`config.mk`:
```
export PLATFORM = sky130hd
export DESIGN_NAME = dds_mode_ctrl
export DESIGN_NICKNAME = d
export VERILOG_FILES = /design/src/rtl/dds_mode_pkg.sv /design/src/rtl/dds_dwell_timer.sv /design/src/rtl/dds_mode_ctrl.sv
export SDC_FILE = /design/constraint.sdc
export NUM_CORES = 1
export LEC_CHECK = 0
export ABC_AREA = 1
export CORE_MARGIN = 3
export CORE_UTILIZATION = 57
export DETAILED_ROUTE_END_ITERATION = 6
export GPL_ROUTABILITY_DRIVEN = 0
export GPL_TIMING_DRIVEN = 0
export PLACE_DENSITY = 0.79
export SLEW_MARGIN = 30
export SYNTH_ARGS = -nofsm -noshare
export SYNTH_HDL_FRONTEND = slang
export SYNTH_SLANG_ARGS = --single-unit
```
`constraint.sdc`:
```
create_clock -name clk_100M -period 1.89 [get_ports clk_100M]
set_clock_uncertainty 0.1 [all_clocks]
set_input_delay 0.4725 -clock clk_100M [delete_from_list [all_inputs] [get_ports clk_100M]]
set_output_delay 0.4725 -clock clk_100M [all_outputs]
set_load 0.1 [all_outputs]
```
`src/rtl/dds_mode_pkg.sv`:
```
// dds_mode_pkg: shared mode encodings and sequencer state for the DDS mode controller
package dds_mode_pkg;
    localparam int MODE_W = 3;
    typedef logic [MODE_W-1:0] mode_t;
    localparam mode_t MODE_SIN  = 3'd0;
    localparam mode_t MODE_AM   = 3'd1;
    localparam mode_t MODE_FM   = 3'd2;
    localparam mode_t MODE_PM   = 3'd3;
    localparam mode_t MODE_ASK  = 3'd4;
    localparam mode_t MODE_FSK  = 3'd5;
    localparam mode_t MODE_PSK  = 3'd6;
    localparam mode_t MODE_LAST = MODE_PSK;
    localparam mode_t MODE_BAD  = 3'd7;
    typedef enum logic [1:0] {ST_IDLE, ST_MUTE, ST_SWITCH, ST_SETTLE} state_e;
    function automatic mode_t scan_next(input mode_t m);
        return (m == MODE_LAST) ? MODE_SIN : m + 3'd1;
    endfunction
endpackage

```
`src/rtl/dds_dwell_timer.sv`:
```
// dds_dwell_timer: free-running dwell counter with enable, restart and terminal pulse
module dds_dwell_timer #(
    parameter logic [31:0] DWELL_CYCLES = 32'd100_000_000
) (
    input  logic clk_100M,
    input  logic rst_n,
    input  logic en,
    input  logic restart,
    output logic tick
);
    logic [31:0] cnt_q, cnt_d;
    always_comb begin
        tick  = en && !restart && (cnt_q == DWELL_CYCLES - 32'd1);
        cnt_d = (tick || restart || !en) ? 32'd0 : cnt_q + 32'd1;
    end
    always_ff @(posedge clk_100M or negedge rst_n) begin
        if (!rst_n) cnt_q <= 32'd0;
        else        cnt_q <= cnt_d;
    end
endmodule

```
`src/rtl/dds_mode_ctrl.sv`:
```
// dds_mode_ctrl: glitch-free DDS mode switch sequencer; DDS_MODE_AUTOSCAN_EN adds dwell-timed auto-scan
module dds_mode_ctrl
    import dds_mode_pkg::*;
#(
    parameter int unsigned MUTE_CYCLES   = 16,
    parameter int unsigned SETTLE_CYCLES = 64
`ifdef DDS_MODE_AUTOSCAN_EN
    ,
    parameter logic [31:0] DWELL_CYCLES  = 32'd100_000_000
`endif
) (
    input  logic              clk_100M,
    input  logic              rst_n,
    input  logic              req_valid,
    input  logic [MODE_W-1:0] req_mode,
    output logic              req_ready,
`ifdef DDS_MODE_AUTOSCAN_EN
    input  logic              scan_en,
`endif
    output logic [MODE_W-1:0] mode,
    output logic              mute,
    output logic              phase_clr,
    output logic              busy,
    output logic              err
);
    localparam logic [15:0] MUTE_LOAD   = 16'(MUTE_CYCLES - 1);
    localparam logic [15:0] SETTLE_LOAD = 16'(SETTLE_CYCLES - 1);
    state_e      state_q, state_d;
    logic [15:0] cnt_q, cnt_d;
    mode_t       pending_q, pending_d;
    mode_t       mode_q, mode_d;
    logic        mute_q, mute_d;
    logic        phase_clr_q, phase_clr_d;
    logic        busy_q, busy_d;
    logic        err_q, err_d;
    logic        req_go;
    mode_t       req_sel;
    assign req_ready = (state_q == ST_IDLE);
`ifdef DDS_MODE_AUTOSCAN_EN
    logic dwell_en, dwell_restart, dwell_tick;
    assign dwell_en      = scan_en && (state_q == ST_IDLE);
    assign dwell_restart = req_valid && req_ready;
    dds_dwell_timer #(.DWELL_CYCLES(DWELL_CYCLES)) u_dwell (
        .clk_100M (clk_100M),
        .rst_n    (rst_n),
        .en       (dwell_en),
        .restart  (dwell_restart),
        .tick     (dwell_tick)
    );
    // an external request in the terminal cycle takes priority over the scan step
    assign req_go  = req_valid || dwell_tick;
    assign req_sel = req_valid ? req_mode : scan_next(mode_q);
`else
    assign req_go  = req_valid;
    assign req_sel = req_mode;
`endif
    always_comb begin
        state_d     = state_q;
        cnt_d       = cnt_q;
        pending_d   = pending_q;
        mode_d      = mode_q;
        phase_clr_d = 1'b0;
        err_d       = 1'b0;
        case (state_q)
            ST_IDLE: begin
                if (req_go && req_ready) begin
                    if (req_sel == MODE_BAD) begin
                        err_d = 1'b1;
                    end else if (req_sel != mode_q) begin
                        pending_d = req_sel;
                        cnt_d     = MUTE_LOAD;
                        state_d   = ST_MUTE;
                    end
                end
            end
            ST_MUTE: begin
                if (cnt_q == 16'd0) state_d = ST_SWITCH;
                else                cnt_d   = cnt_q - 16'd1;
            end
            ST_SWITCH: begin
                mode_d      = pending_q;
                phase_clr_d = 1'b1;
                cnt_d       = SETTLE_LOAD;
                state_d     = ST_SETTLE;
            end
            ST_SETTLE: begin
                if (cnt_q == 16'd0) state_d = ST_IDLE;
                else                cnt_d   = cnt_q - 16'd1;
            end
            default: state_d = ST_IDLE;
        endcase
        // mute trails the state by one cycle; busy spans acceptance through unmute
        mute_d = (state_q != ST_IDLE);
        busy_d = (state_q != ST_IDLE) || (state_d != ST_IDLE);
    end
    always_ff @(posedge clk_100M or negedge rst_n) begin
        if (!rst_n) begin
            state_q     <= ST_IDLE;
            cnt_q       <= 16'd0;
            pending_q   <= MODE_SIN;
            mode_q      <= MODE_SIN;
            mute_q      <= 1'b0;
            phase_clr_q <= 1'b0;
            busy_q      <= 1'b0;
            err_q       <= 1'b0;
        end else begin
            state_q     <= state_d;
            cnt_q       <= cnt_d;
            pending_q   <= pending_d;
            mode_q      <= mode_d;
            mute_q      <= mute_d;
            phase_clr_q <= phase_clr_d;
            busy_q      <= busy_d;
            err_q       <= err_d;
        end
    end
    assign mode      = mode_q;
    assign mute      = mute_q;
    assign phase_clr = phase_clr_q;
    assign busy      = busy_q;
    assign err       = err_q;
endmodule

```
=== Word-level counts from Yosys, hierarchy flattened ===
Index checks and enable logic that the tools add are counted.

* Register bits after elaboration: 28
* Bits in latches: 0
* Memory bits (writable): 0
* ROM bits: 0
* Input port bits: 6
* Output and inout port bits: 8
* Word-level logic and storage cells: 43
* Memories kept: 0

* Add/sub/neg operators: 1
* $mul: 0
* Div/mod/pow operators: 0
* Order comparisons: 0
* Equal/unequal tests: 9
* Shift operators: 0
* Multiplexer cells: 15
* Bitwise logic cells: 1
* Reductions and logical operators: 9

{| class="wikitable"
|+ Operator list
! operator !! count
|-
| $mux 16 || 4
|-
| $pmux 16 s3 || 1
|-
| $logic_not 16->1 || 1
|-
| $sub 16x1->16 const B || 1
|-
| $mux 2 || 5
|-
| $pmux 2 s4 || 1
|-
| $reduce_and 4->1 || 2
|-
| $eq 2x2->1 const B || 2
|-
| $mux 1 || 4
|-
| $ne 2x1->1 const B || 2
|-
| $ne 2x2->1 const B || 2
|-
| $reduce_bool 2->1 || 2
|-
| $eq 3x3->1 const B || 1
|-
| $ne 3x3->1 || 1
|-
| $eq 2x1->1 const B || 1
|-
| $logic_not 2->1 || 1
|-
| $reduce_or 2->1 || 1
|-
| $logic_and 1x1->1 || 1
|-
| $logic_or 1x1->1 || 1
|-
| $not 1->1 || 1
|}

=== Logic depth before layout (Yosys ltp) ===
* Depth in word-level cells: 7
* Gate-level depth with buffers: 10

=== Worst setup path after synthesis ===
Ideal clock, no wire load.

* Path type: register to register
* Start point: reg mode_q[1], in the netlist mode[1]
* End point: reg pending_q[0]
* Library setup time: 0.077 ns
* Arrival time: 1.747 ns
* Required time: 1.713 ns
* Slack: -0.035 ns
* Stages on the path, launching flop included: 7
* Buffers on the path: 1
* Cells stage by stage: dfrtp_1 xnor2_1 nand3_1 nand3_1 buf_2 nor2_1 a21oi_1

* Word-level cells in the longest chain between the ends: 2

{| class="wikitable"
|+ RTL lines
! element !! RTL line !! text
|-
| start: declaration || dds_mode_ctrl.sv:31 || <nowiki>mode_t mode_q, mode_d;</nowiki>
|-
| start signal: assignment || dds_mode_ctrl.sv:110 || <nowiki>mode_q <= mode_d;</nowiki>
|-
| $ne 3x3->1 || dds_mode_ctrl.sv:69 || <nowiki>end else if (req_sel != mode_q) begin</nowiki>
|-
| $reduce_and 4->1 (no line) || n/a ||
|-
| end signal: assignment || dds_mode_ctrl.sv:109 || <nowiki>pending_q <= pending_d;</nowiki>
|-
| end: declaration || dds_mode_ctrl.sv:30 || <nowiki>mode_t pending_q, pending_d;</nowiki>
|}

Every way passes these cells.
A chain may end at the register's enable or synchronous reset.

=== Worst setup path in the final report ===
* Start point: reg state_q[0]
* End point: out req_ready

* Word-level cells in the longest chain between the ends: 1

{| class="wikitable"
|+ RTL lines
! element !! RTL line !! text
|-
| start: declaration || dds_mode_ctrl.sv:28 || <nowiki>state_e state_q, state_d;</nowiki>
|-
| start signal: assignment || dds_mode_ctrl.sv:107 || <nowiki>state_q <= state_d;</nowiki>
|-
| $logic_not 2->1 || dds_mode_ctrl.sv:38 || <nowiki>assign req_ready = (state_q == ST_IDLE);</nowiki>
|-
| end: declaration || dds_mode_ctrl.sv:16 || <nowiki>output logic req_ready,</nowiki>
|}

Every way passes these cells.

==> impl_results.html <==
<table>
<tr><th>Metric</th><th>Value</th></tr>
<tr><th colspan="2">Run status</th></tr>
<tr><td>Result of the run</td><td>finished clean</td></tr>
<tr><th colspan="2">Routing</th></tr>
<tr><td>Vias</td><td>approximately 1500</td></tr>
<tr><td>Average wire length per cell after detail routing</td><td>around 12 um</td></tr>
<tr><td>Wire length after detailed routing</td><td>~3600 um</td></tr>
<tr><td>Vias per cell</td><td>about 5.3</td></tr>
<tr><td>Violation count after the first detailed-routing iteration</td><td>68</td></tr>
<tr><td>Total DRC errors in the routed layout</td><td>0</td></tr>
<tr><td>Number of iterations in the first detailed-routing pass</td><td>4</td></tr>
<tr><td>Number of nets with antenna violations after routing</td><td>0</td></tr>
<tr><th colspan="2">Setup path</th></tr>
<tr><td>Number of buffer and inverter instances along the worst setup path</td><td>2</td></tr>
<tr><td>Cell class contributing the biggest share of worst-path delay</td><td>flip-flops</td></tr>
<tr><td>Chain of cells forming the critical path</td><td>buf_4 -&gt; nor2_4 -&gt; buf_12</td></tr>
<tr><td>Endpoint type of the worst setup path</td><td>output pin</td></tr>
<tr><td>Type of the setup path with the least slack</td><td>reg2out</td></tr>
<tr><td>Category of the worst setup path launch point</td><td>register</td></tr>
<tr><td>Destination of the worst register-to-register timing path</td><td>cnt_q[3]</td></tr>
<tr><td>Worst-path cell with the longest stage delay</td><td>dfrtp_1</td></tr>
<tr><td>Maximum single-stage delay on the critical path</td><td>around 0.40 ns</td></tr>
<tr><td>R2R Setup Slk</td><td>about 0.13 ns</td></tr>
<tr><td>Source of the worst register-to-register timing path</td><td>cnt_q[0]</td></tr>
<tr><td>Worst Path Required</td><td>roughly 1.3 ns</td></tr>
<tr><td>CP max FO</td><td>10</td></tr>
<tr><td>Arrival time of the worst setup path</td><td>1.26 ns</td></tr>
<tr><td>Worst Reg2Reg Path Length in Cells</td><td>10</td></tr>
<tr><th colspan="2">Clocking</th></tr>
<tr><td>Buffer depth of the longest clock path</td><td>2</td></tr>
<tr><td>CTS H-tree depth</td><td>1</td></tr>
<tr><td># hold bufs at CTS</td><td>0</td></tr>
<tr><td>Worst-Skew Late Latency</td><td>0.33 ns</td></tr>
<tr><td>Clock slew at the register clock pins of the worst setup and hold paths</td><td>around 0.16 ns</td></tr>
<tr><td>Clock tree from TritonCTS</td><td>done</td></tr>
<tr><td>TritonCTS buffer count</td><td>3</td></tr>
<tr><td>Clock tree root driver cell</td><td>clkbuf_4</td></tr>
<tr><td>Total clock sinks</td><td>28</td></tr>
<tr><th colspan="2">Cells and area</th></tr>
<tr><td>Antenna diodes</td><td>0</td></tr>
<tr><td>Number of nets in the layout</td><td>268</td></tr>
<tr><td>Filler cell count</td><td>approximately 230</td></tr>
<tr><td>Multi-input gate area</td><td>between 800 and 900 um^2</td></tr>
<tr><td>Sequential cell area in the final layout</td><td>approximately 700 um^2</td></tr>
<tr><td>Layout overhead on the synthesized area</td><td>15.7%</td></tr>
<tr><td>Utilization after layout</td><td>70.1%</td></tr>
<tr><td>Area of all placed cells without fillers</td><td>1950 um^2</td></tr>
<tr><td>Ratio of cells with drive above 1 in the final layout</td><td>15.4%</td></tr>
<tr><th colspan="2">Synth</th></tr>
<tr><td>Count of flip-flops with a built-in enable after synthesis</td><td>0</td></tr>
<tr><td>Distinct cell type count after synthesis</td><td>25</td></tr>
<tr><td>Post-synth ARST share</td><td>between 90% and 100%</td></tr>
<tr><td>Post-synth top area cell</td><td>dfrtp_1</td></tr>
<tr><td>Cell area after synthesis</td><td>approximately 1700 um^2</td></tr>
<tr><td>Register area share after synthesis</td><td>about two fifths</td></tr>
<tr><td>Syn avg cell area</td><td>approximately 7.0 um^2</td></tr>
<tr><td>Synth Instances</td><td>240</td></tr>
<tr><td>Area fraction of the dominant cell type after synthesis</td><td>roughly 42%</td></tr>
<tr><td>Count of yosys warnings during synthesis</td><td>0</td></tr>
<tr><td>Synthesized Nets</td><td>approximately 250</td></tr>
<tr><td>Synth top cells by count</td><td>nand2_1 (78), nor2_1 (35), nand3_1 (33), dfrtp_1 (28), inv_1 (21)</td></tr>
<tr><td>Most common cell in the netlist</td><td>nand2_1</td></tr>
<tr><td>Biggest area contributors in the synthesized netlist</td><td>dfrtp_1 (42%), nand2_1 (17%), nand3_1 (9.8%), nor2_1 (7.8%), inv_1 (4.7%)</td></tr>
<tr><td>FF+latch count, synth</td><td>28</td></tr>
<tr><td>Most instantiated flip-flop cell in the synthesis netlist</td><td>dfrtp_1</td></tr>
<tr><th colspan="2">Power</th></tr>
<tr><td>Switching power as a share of total power</td><td>19.7%</td></tr>
<tr><td>Final Power</td><td>around 1 mW</td></tr>
<tr><td>Sequential cell fraction of total power</td><td>58.3%</td></tr>
<tr><td>Clock share of power</td><td>between 30% and 40%</td></tr>
<tr><td>P_int</td><td>slightly above 0.8 mW</td></tr>
<tr><td>Worst ir drop on vdd</td><td>around 450 uV</td></tr>
<tr><td>Combinational power share</td><td>~2.9%</td></tr>
<tr><td>Static Leakage</td><td>between 1 and 1.5 nW</td></tr>
<tr><td>Cell Pwr Density</td><td>around 530 nW/um^2</td></tr>
<tr><td>Power spent charging and discharging nets</td><td>roughly 0.20 mW</td></tr>
<tr><th colspan="2">Timing</th></tr>
<tr><td>Crit path setup slack, layout</td><td>between 0.05 and 0.06 ns</td></tr>
<tr><td>Normalized max-slew margin</td><td>58.5%</td></tr>
<tr><td>Crit share post-route</td><td>97.1%</td></tr>
<tr><td>Final hold violation count</td><td>0</td></tr>
<tr><td>Number of max-slew violations in the final report</td><td>0</td></tr>
<tr><td>Finish-stage setup viols</td><td>0</td></tr>
<tr><td>Hold Worst Slack</td><td>0.0281 ns</td></tr>
<tr><td>F_max</td><td>roughly 0.55 GHz</td></tr>
<tr><td>Setup repair after global routing missed its margin</td><td>false</td></tr>
<tr><td>Actual slew at the worst max-slew pin</td><td>~0.62 ns</td></tr>
<tr><td>Min Clock Period, post-route</td><td>approximately 1.8 ns</td></tr>
<tr><th colspan="2">Floorplanning</th></tr>
<tr><td>Row count</td><td>19</td></tr>
<tr><td>Vert. Die Dim</td><td>60.4 um</td></tr>
<tr><td>Ports placed on the boundary</td><td>14</td></tr>
<tr><td>Initial standard-cell utilization of the core</td><td>60.6%</td></tr>
<tr><td>Std-Cell Core Area</td><td>roughly 2800 um^2</td></tr>
<tr><td>Die footprint</td><td>3650 um^2</td></tr>
<tr><td>Die width</td><td>~60 um</td></tr>
<tr><th colspan="2">Job</th></tr>
<tr><td>Max-capacitance violation count</td><td>0</td></tr>
<tr><th colspan="2">Global routing</th></tr>
<tr><td>Wire length of the first global-routing pass</td><td>6020 um</td></tr>
<tr><td>Overflow left after global routing</td><td>0</td></tr>
<tr><td>Largest net degree at the start of global routing</td><td>29</td></tr>
<tr><td>Antenna violations before repair</td><td>0</td></tr>
<tr><td>All-layer global routing usage</td><td>between 20% and 30%</td></tr>
<tr><td>Number of global-route vias before repair</td><td>1349</td></tr>
<tr><th colspan="2">Place</th></tr>
<tr><td>Detail Placement HPWL</td><td>2670 um</td></tr>
<tr><td>Number of port buffers</td><td>13</td></tr>
<tr><td>Total cell area at the placement stage</td><td>between 1500 and 2000 um^2</td></tr>
<tr><td>Pre-CTS setup slack</td><td>-0.559 ns</td></tr>
<tr><th colspan="2">Worst hold path</th></tr>
<tr><td>Min-delay worst type</td><td>in2async</td></tr>
</table>
-- area by class of cell --
cell class | instances | area share, %
Inverter | 25 | 4.94
Sequential cell | 28 | 36.1
Tap cell | 31 | 1.99
Clock inverter | 1 | 1.54
Buffer | 6 | 2.05
Clock buffer | 3 | 1.15
Multi-Input combinational cell | 181 | 44.6
Timing Repair Buffer | 16 | 7.57
-- power groups by stage --
stage | sequential, mW | clock [mW] | combinational (mW)
final | 0.599 | 0.399 | 0.0298
after global routing | 0.599 | 0.424 | 0.0338
after CTS | 0.599 | 0.410 | 0.0307
after detailed placement | 0.610 | 0 | 0.0306
after global placement | 0.610 | 0 | 0.0317
after floorplan | 0.611 | 0 | 0.00664
-- timing repair --
| item | CTS | global route |
|---|---|---|
| pin swaps | 1 | 1 |
| buffers inserted | 0 | 3 |
| resized for setup | 33 | 7 |
| endpoints found under the setup margin | 17 | 15 |
| hold endpoints to repair | 0 | 0 |
-- logic make-up (layout without fill, tap and decap cells) --
kind of cell | Yosys count | in the layout | synth area share [%]
compound gates | 10 | 10 | 2.97
xor+xnor | 6 | 6 | 3.12
fa+ha+maj | 1 | 1 | 0.742
buf+inv | 31 | 51 | 7.79
flops | 28 | 28 | 41.6
simple gates | 164 | 164 | 43.8
-- stage by stage --
stage,std cells,TNS (ns)
6_report,291,0
5_1_grt,291,0
2_1_floorplan,240,0
3_5_place_dp,284,-3.13
3_3_place_gp,284,-8.15
4_1_cts,288,0
-- worst max path at each step --
| stage | start | end | slack (ns) | cells after the start |
|---|---|---|---|---|
| after global routing | state_q[0] | req_ready | 0.007 | 3 |
| after detailed placement | state_q[0] | req_ready | -0.56 | 3 |
| after floorplan | state_q[0] | cnt_q[13] | 0.02 | 8 |
| final | state_q[0] | req_ready | 0.06 | 3 |
| after global placement | state_q[0] | req_ready | -0.55 | 3 |
| after CTS | mode[0] | mode[0] | 0.001 | 1 |
-- cells in the final DEF, fill, tap and decap left out, drive strengths merged, types with 2 or more instances in the layout --
master / count
nor3: 4
clkbuf: 4
buf: 13
xor2: 2
inv: 25
clkdlybuf4s50: 4
nand2: 81
a21oi: 4
nand4: 2
clkdlybuf4s15: 4
nand3: 34
o21ai: 6
nor2: 41
xnor2: 4
dfrtp: 28
-- routing by layer --
layer  vias to the layer above  global-route usage, %  wire, um
met2                        36                   34.7      1710
met4                         0                   7.59        53
li1                        790                      -         -
met3                         7                   2.13       148
met5                         -                      0         0
met1                       708                   30.5      1720
-- flip-flops by register name, indices dropped and copies added, names as in the netlist --
name       flops
busy           1
cnt_q         16
err            1
mode           3
mute           1
pending_q      3
phase_clr      1
state_q        2
No activity file was read; power rests on OpenSTA's default activity.
